$ cat src/rtl/imem_loader_pkg.sv
// Shared definitions for the PMIPSL0 instruction-memory loader:
// memory geometry, loader state encoding and a byte-join helper.
package imem_loader_pkg;

    localparam int IMEM_ADDR_W = 7;
    localparam int IMEM_DEPTH  = 128;

    typedef enum logic [2:0] {
        ST_LEN_HI  = 3'd0,
        ST_LEN_LO  = 3'd1,
        ST_DATA_HI = 3'd2,
        ST_DATA_LO = 3'd3,
        ST_RUN     = 3'd4
    } ld_state_e;

    // Streams carry the high byte first.
    function automatic logic [15:0] join_bytes(input logic [7:0] hi, input logic [7:0] lo);
        return {hi, lo};
    endfunction

endpackage

$ cat src/rtl/imem_loader_array.sv
// DEPTH x 16 instruction storage: synchronous write, asynchronous read.
// Contents are never cleared; the loader's word count gates what is visible.
module imem_array
    import imem_loader_pkg::*;
#(
    parameter int ADDR_W = IMEM_ADDR_W,
    parameter int DEPTH  = IMEM_DEPTH
) (
    input  logic              clock,
    input  logic              we,
    input  logic [ADDR_W-1:0] waddr,
    input  logic [15:0]       wdata,
    input  logic [ADDR_W-1:0] raddr,
    output logic [15:0]       rdata
);

    logic [15:0] r_mem [DEPTH];

    // Write port
    always_ff @(posedge clock) begin
        if (we) begin
            r_mem[waddr] <= wdata;
        end
    end

    assign rdata = r_mem[raddr];

endmodule

$ cat src/rtl/imem_loader.sv
// Fills instruction memory from a length-prefixed byte stream, holds the
// processor in reset until loading finishes, then serves fetches.
module imem_loader
    import imem_loader_pkg::*;
#(
    parameter int ADDR_W = IMEM_ADDR_W,
    parameter int DEPTH  = IMEM_DEPTH
) (
    input  logic              clock,
    input  logic              reset,
    input  logic [15:0]       imemaddr,
    output logic [15:0]       imemrdata,
    input  logic [7:0]        load_data,
    input  logic              load_valid,
    output logic              load_ready,
    output logic              cpu_reset,
    output logic              load_done,
    output logic              load_error,
    output logic [ADDR_W:0]   word_count
);

    localparam logic [ADDR_W:0] L_DEPTH = (ADDR_W+1)'(DEPTH);

    ld_state_e         r_state;
    ld_state_e         w_state_nxt;
    logic [7:0]        r_byte;
    logic [15:0]       r_remain;
    logic [ADDR_W:0]   r_word_count;
    logic              r_load_ready;
    logic              r_cpu_reset;
    logic              r_load_done;
    logic              r_load_error;

    logic              w_accept;
    logic              w_we;
    logic [15:0]       w_word;
    logic [ADDR_W-1:0] w_rd_idx;
    logic [15:0]       w_rdata;
    logic              w_rd_ok;
    logic              w_unused_addr_lsb;

    assign w_word            = join_bytes(r_byte, load_data);
    assign w_rd_idx          = imemaddr[ADDR_W:1];
    assign w_unused_addr_lsb = imemaddr[0];

    // State register
    always_ff @(posedge clock) begin
        if (reset) begin
            r_state <= ST_LEN_HI;
        end else begin
            r_state <= w_state_nxt;
        end
    end

    // Next-state and write-enable decode
    always_comb begin
        w_state_nxt = r_state;
        w_we        = 1'b0;
        w_accept    = load_valid && r_load_ready;
        case (r_state)
            ST_LEN_HI: begin
                if (w_accept) w_state_nxt = ST_LEN_LO;
                else          w_state_nxt = ST_LEN_HI;
            end
            ST_LEN_LO: begin
                if (w_accept) begin
                    if (w_word == 16'h0000) w_state_nxt = ST_RUN;
                    else                    w_state_nxt = ST_DATA_HI;
                end else begin
                    w_state_nxt = ST_LEN_LO;
                end
            end
            ST_DATA_HI: begin
                if (w_accept) w_state_nxt = ST_DATA_LO;
                else          w_state_nxt = ST_DATA_HI;
            end
            ST_DATA_LO: begin
                if (w_accept) begin
                    w_we = (r_word_count < L_DEPTH);
                    if (r_remain == 16'd1) w_state_nxt = ST_RUN;
                    else                   w_state_nxt = ST_DATA_HI;
                end else begin
                    w_state_nxt = ST_DATA_LO;
                end
            end
            ST_RUN:  w_state_nxt = ST_RUN;
            default: w_state_nxt = ST_LEN_HI;
        endcase
    end

    // Datapath: byte latch, counters and registered handshake/status outputs
    always_ff @(posedge clock) begin
        if (reset) begin
            r_byte       <= 8'h00;
            r_remain     <= 16'h0000;
            r_word_count <= '0;
            r_load_ready <= 1'b0;
            r_cpu_reset  <= 1'b1;
            r_load_done  <= 1'b0;
            r_load_error <= 1'b0;
        end else begin
            r_load_ready <= (w_state_nxt != ST_RUN);
            r_cpu_reset  <= (w_state_nxt != ST_RUN);
            r_load_done  <= (w_state_nxt == ST_RUN);
            if (w_accept) begin
                case (r_state)
                    ST_LEN_HI:  r_byte <= load_data;
                    ST_LEN_LO: begin
                        r_remain     <= w_word;
                        r_word_count <= '0;
                    end
                    ST_DATA_HI: r_byte <= load_data;
                    ST_DATA_LO: begin
                        // word_count doubles as the write index and saturates at DEPTH
                        if (w_we) r_word_count <= r_word_count + {{ADDR_W{1'b0}}, 1'b1};
                        else      r_load_error <= 1'b1;
                        r_remain <= r_remain - 16'd1;
                    end
                    default: r_byte <= r_byte;
                endcase
            end
        end
    end

    imem_array #(
        .ADDR_W (ADDR_W),
        .DEPTH  (DEPTH)
    ) u_array (
        .clock  (clock),
        .we     (w_we),
        .waddr  (r_word_count[ADDR_W-1:0]),
        .wdata  (w_word),
        .raddr  (w_rd_idx),
        .rdata  (w_rdata)
    );

    // Fetch gating: only loaded, in-range words are visible, and only once running
    always_comb begin
        w_rd_ok = (r_state == ST_RUN) &&
                  (imemaddr[15:ADDR_W+1] == {(15-ADDR_W){1'b0}}) &&
                  ({1'b0, w_rd_idx} < r_word_count);
        if (w_rd_ok) imemrdata = w_rdata;
        else         imemrdata = 16'h0000;
    end

    assign load_ready = r_load_ready;
    assign cpu_reset  = r_cpu_reset;
    assign load_done  = r_load_done;
    assign load_error = r_load_error;
    assign word_count = r_word_count;

endmodule

$ cat config.mk
export PLATFORM = sky130hd
export DESIGN_NAME = imem_loader
export DESIGN_NICKNAME = d
export VERILOG_FILES = /design/src/rtl/imem_loader_pkg.sv /design/src/rtl/imem_loader_array.sv /design/src/rtl/imem_loader.sv
export SDC_FILE = /design/constraint.sdc
export NUM_CORES = 2
export LEC_CHECK = 0
export ABC_CLOCK_PERIOD_IN_PS = 13200
export CORE_ASPECT_RATIO = 0.9
export CORE_MARGIN = 2
export CORE_UTILIZATION = 65
export CTS_BUF_LIST = sky130_fd_sc_hd__clkbuf_4 sky130_fd_sc_hd__clkbuf_8 sky130_fd_sc_hd__clkbuf_16
export DETAILED_ROUTE_END_ITERATION = 8
export PLACE_DENSITY = 0.89
export RECOVER_POWER = 100
export SLEW_MARGIN = 30
export SYNTH_ARGS = -nofsm -noshare
export SYNTH_HDL_FRONTEND = slang
export SYNTH_HIERARCHICAL = 1
export SYNTH_SLANG_ARGS = --single-unit
$ cat constraint.sdc
create_clock -name clock -period 13.2 [get_ports clock]
set_clock_uncertainty 0.2 [all_clocks]
set_input_delay 2.64 -clock clock [delete_from_list [all_inputs] [get_ports clock]]
set_output_delay 2.64 -clock clock [all_outputs]
set_load 0.01 [all_outputs]
; ---- After elaboration in Yosys (flattened, before gate mapping)
; Memory sizes are Yosys's and may differ from the RTL's.
; Index checks and enable logic that the tools add are counted.
[op_classes]
eq_ne = 8
bitwise_logic = 1
order_cmp = 2
addsub = 2
reduce_logical = 12
muxes = 15
[ops]
columns = op, count
row1 = 16-bit case mux with 2 select lines, 1
row2 = 16-bit by 1-bit equality test with 1-bit output (second input constant), 1
row3 = 16-bit zero test, 1
row4 = 16-bit 2-to-1 mux, 1
row5 = 8-bit case mux with 2 select lines, 1
row6 = 16-bit by 1-bit subtractor with 16-bit output (second input constant), 1
row7 = 3-bit case mux with 5 select lines, 1
row8 = 3-bit 2-to-1 mux, 4
row9 = 8-bit by 1-bit adder with 8-bit output (second input constant), 1
row10 = 8-bit zero test, 1
row11 = 7-bit by 8-bit less-than comparator with 1-bit output, 1
row12 = 8-bit less-than comparator (second input constant), 1
row13 = 8-bit 2-to-1 mux, 1
row14 = 3-bit by 2-bit equality test with 1-bit output (second input constant), 2
row15 = 3-bit equality test (second input constant), 2
row16 = 1-bit 2-to-1 mux, 6
row17 = 3-bit AND reduction, 2
row18 = 2-bit AND reduction, 2
row19 = 3-bit by 1-bit equality test with 1-bit output (second input constant), 1
row20 = 1-bit logical AND, 3
row21 = 3-bit zero test, 1
row22 = 3-bit inequality test (second input constant), 1
row23 = 2-bit by 1-bit inequality test with 1-bit output (second input constant), 1
row24 = 2-bit nonzero test, 1
row25 = other kinds (2), 2
[word_totals]
in_bits = 27
reg_bits = 39
elab_cells = 49
ram_bits = 2048
mem_count = 1
[memory_table]
columns = memory, depth, word_bits, rd, rd_ports_with_merged_regs, wr, line
row1 = u_array.r_mem, 128, 16, 1, 0, 1, imem_loader_array.sv:17  ; logic [15:0] r_mem [DEPTH];

; ---- Depth between registers and ports, before layout
[logic_depth]
depth_word = 5
depth_mapped = 9
mapped_depth_nobuf = 6

; ---- Cells and area by module
; The synthesis kept the hierarchy.
[by_module_without_submodules]
columns = mod, seq_area_each_um2, area_per_inst_um2, cells_each, n_inst
row1 = imem_array, 61499.0, 78202.5, 3070, 1
row2 = imem_loader, 780.7, 2434.8, 308, 1

; ---- Worst setup path after synthesis
; OpenSTA, ideal clock, no wires.
[synth_path]
kind = input port to output port
from = input port imemaddr[1]
to = output port imemrdata[0]
required_ns = 10.360
stages = 8
path_slack_ns = 5.227
arrival_time_ns = 5.133
cell_sequence = buf_2 buf_1 mux4_2 mux4_2 mux4_2 mux2_2 nand2_1 a211oi_1
[synth_via]
elab_cells_between_ends = 4
[synth_lines]
columns = element, line
row1 = "start, declared", imem_loader.sv:11  ; input logic [15:0] imemaddr,
row2 = memory 128 x 16 bit, n/a
row3 = named net w_rdata[0], imem_loader.sv:38  ; logic [15:0] w_rdata;
row4 = 16-bit 2-to-1 mux, imem_loader.sv:142  ; if (w_rd_ok) imemrdata = w_rdata;
row5 = "end, declared", imem_loader.sv:12  ; output logic [15:0] imemrdata,
; The timed path passes the listed nets, and every way through them passes these cells.

; ---- Worst setup path after layout
[layout_path]
from = input port imemaddr[1]
to = output port imemrdata[4]
; The elaborated chain is that of the path after synthesis.

==> impl_metrics.json <==
{
  "rsz0062_at_grt": "false",
  "yosys.area_share.simple_pct": 1.76,
  "cts_tree": "done",
  "grt_pass1_vias": 43200,
  "grt_usage_pct": 41.0,
  "layout_setup_ws_ns": 2.80,
  "ys_seq_elements": 2087,
  "clockBufferDepth": 3,
  "synth-edff-count": 2048,
  "max_freq_mhz": 96.2,
  "yosysWarnings": 6,
  "violations": "design-rule violations, max-capacitance violations, max-slew violations",
  "synthArstFlopShare_pct": 0,
  "numCtsBuffers": 186,
  "clk_pin_slew_ns": 0.06,
  "die_height_um": 338,
  "ant_nets": 0,
  "drc": 133,
  "finalSetupViolCount": 0,
  "worstRegToRegCells": 7,
  "end_kind": "output pin",
  "regToRegStartpoint": "r_state[1]$_SDFF_PP0_",
  "avgRoutedWirePerCell_um": 47.7,
  "drv_cap": 77,
  "tns_ns": 0,
  "wl_met2_mm": 120,
  "tightest_slew_ns": 6.25,
  "ir_drop_uv": 156,
  "h-tree-depth": 4,
  "synthesis.instances": 3378,
  "antenna_found_initial": 48,
  "crit_slowest_cell": "dlygate4sd3_1",
  "finalCriticalPeriod_ns": 10.40,
  "post_cts_buffers": 0,
  "first_pass_iters": 9,
  "final_nets": 3652,
  "area_growth_pct": 10.7,
  "cpPeakStageDelay_ns": 0.75,
  "via_count": 44600,
  "clkLatencyLatePin_ns": 0.84,
  "synth_top_family_by_area": "multiplexers",
  "min_to": "load_error$_SDFFE_PP0P_",
  "ys_types": 57,
  "startpoint_type": "input port",
  "crit_family": "multiplexers",
  "die_x_um": 375,
  "viasPerCell": 8.28,
  "final_common_cell": "edfxtp_1",
  "syn-num-nets": 3414,
  "grt_pass1_wl_mm": 352,
  "path_class": "input port to output pin",
  "cp_cell_sequence": "buf_8, buf_16, buf_12, mux4_2, mux4_2, mux4_2, mux2_2, nand2_1, a211oi_1, dlygate4sd3_1",
  "cts_hold_buf": 0,
  "num_rows": 122,
  "power_density_nw_per_um2": 151,
  "post-place-ws_ns": 3.11,
  "overflow": 0,
  "drive_gt1_share_pct": 27.0,
  "fillerInstances": 6093,
  "hpwlAfterDp_mm": 126,
  "cts_sinks": 2087,
  "drt_iter0_drc": 9412,
  "synthMuxAreaShare_pct": 19.1,
  "synthFlopType": "edfxtp_1",
  "stdcell_count": 5390,
  "crit_required_ns": 10.36,
  "power.leakage_uw": 0.0268,
  "coreArea_um2": 123000,
  "ys_seq_area_share_pct": 77.2,
  "ctsResizeCount": 0,
  "grt_max_degree": 131,
  "wl_met3_mm": 40.6,
  "power_uw": 13500,
  "slew_headroom_pct": -317,
  "cp_common_cell": "mux4_2",
  "path_buf_inv": 4,
  "syn_avg_cell_area_um2": 23.9,
  "synth-xor-area-share_pct": 0.0652,
  "min_path_type": "register to register",
  "portBuffers": 53,
  "status": "complete, but fails checks",
  "wl_met1_mm": 73.1,
  "r2r_end": "u_array/r_mem[66][10]$_DFFE_PP_",
  "layout_common_cells": "edfxtp_1 (2048), mux4_2 (672), clkbuf_16 (188)",
  "multi_input_comb_area_um2": 17500,
  "num_io_pins": 55,
  "synth_area_um2": 80600,
  "start_util_pct": 65.5,
  "critPathArrivalTime_ns": 7.56,
  "placedCellCount": 5031,
  "highest_layer": "met5",
  "final_max_slew_viol_count": 2704,
  "root_buffer": "clkbuf_16",
  "place_congestion": 0.836,
  "synth_compound_area_share_pct": 0.658,
  "min_from": "load_error$_SDFFE_PP0P_",
  "die_area_um2": 127000,
  "path_max_fanout": 85,
  "area.sequential_um2": 62300,
  "hold_viol": 0,
  "drt_wl_total_mm": 257,
  "min_path_cells": 2,
  "synthAdderAreaFrac_pct": 0.140,
  "r2r_slack_ns": 6.06,
  "fin_crit_sh_pct": 78.8
}
sequential cells by signal, indices dropped and copies added, names as in the netlist:
register and cells:
r_byte 8, load_error 1, r_state 3, load_done 1, load_ready 1, cpu_reset 1
r_remain 16, u_array/r_mem 2048, word_count 8
cells by family (layout without fill, tap and decap cells):
group	count (synthesis)	count (layout)
AOI/OAI and AO/OA	80	80
xor gates and xnor gates	6	6
adders and majority gates	9	9
buffers and inverters	197	580
DFF	2087	2087
muxes	698	698
other	0	17
and+or+nand+nor	301	301
metrics by stage:
stage               cell area (µm²)  hold WS [ns]  utilization, %
floorplan                     80600         0.259               -
global placement              83900         0.272            68.2
detailed placement            83900         0.267            68.2
CTS                           89800         0.327            73.0
global route                  89200         0.367            72.5
finish                        89300         0.327            72.6
cells in the mapped netlist, types with 9 or more instances:
master / instances / area (µm²)
edfxtp_1: 2048 / 61500
mux4_2: 672 / 15100
nor2_1: 147 / 552
clkbuf_1: 100 / 375
buf_2: 54 / 270
nand2_1: 42 / 158
dfxtp_1: 39 / 781
buf_1: 29 / 109
a211oi_1: 22 / 165
nor3_1: 21 / 105
nand3_1: 19 / 95.1
a21oi_1: 17 / 85.1
o21ai_0: 17 / 85.1
mux2_2: 16 / 180
nand4_1: 14 / 87.6
inv_1: 10 / 37.5
mux2i_1: 10 / 100
ha_1: 9 / 113
nor2b_1: 9 / 56.3
area by class of cell:
cell class,count,share of cell area [%]
Antenna cell,17,0.0477
Inverter,10,0.0421
Clock buffer,227,5.61
Tap cell,1612,2.26
Multi-Input combinational cell,1094,19.7
Clock inverter,106,1.02
Timing Repair Buffer,237,1.59
Sequential cell,2087,69.8
routing by layer:
| layer | track usage, % | vias to the layer above |
|---|---|---|
| met5 | 1.51 | - |
| met4 | 25.6 | 56 |
| met3 | 14.3 | 1553 |
| met2 | 63.2 | 5738 |
| met1 | 50.3 | 22300 |
| li1 | - | 15000 |
worst max path at each step:
| stage | startpoint | to | slack [ns] | cells past startpoint |
|---|---|---|---|---|
| after floorplan | imemaddr[1] | imemrdata[0] | 5.23 | 8 |
| after global placement | imemaddr[1] | imemrdata[9] | 3.24 | 9 |
| after detailed placement | imemaddr[1] | imemrdata[2] | 3.11 | 9 |
| after CTS | imemaddr[1] | imemrdata[15] | 2.97 | 9 |
| after global routing | imemaddr[1] | imemrdata[4] | 2.72 | 10 |
| final | imemaddr[1] | imemrdata[4] | 2.80 | 10 |
worst reg2reg max path, delay by kind of cell (launching register included):
family / cells / cell delay, ns
buffers and inverters: 2 / 1.11
flip-flops: 1 / 0.97
AND/OR/NAND/NOR: 5 / 4.48
report_power, final:
group	internal (µW)	switching, µW	total (µW)
combinational	249	425	674
clock	2940	2530	5470
sequential	7290	23.5	7310
Power figures use the tool's default switching activity.
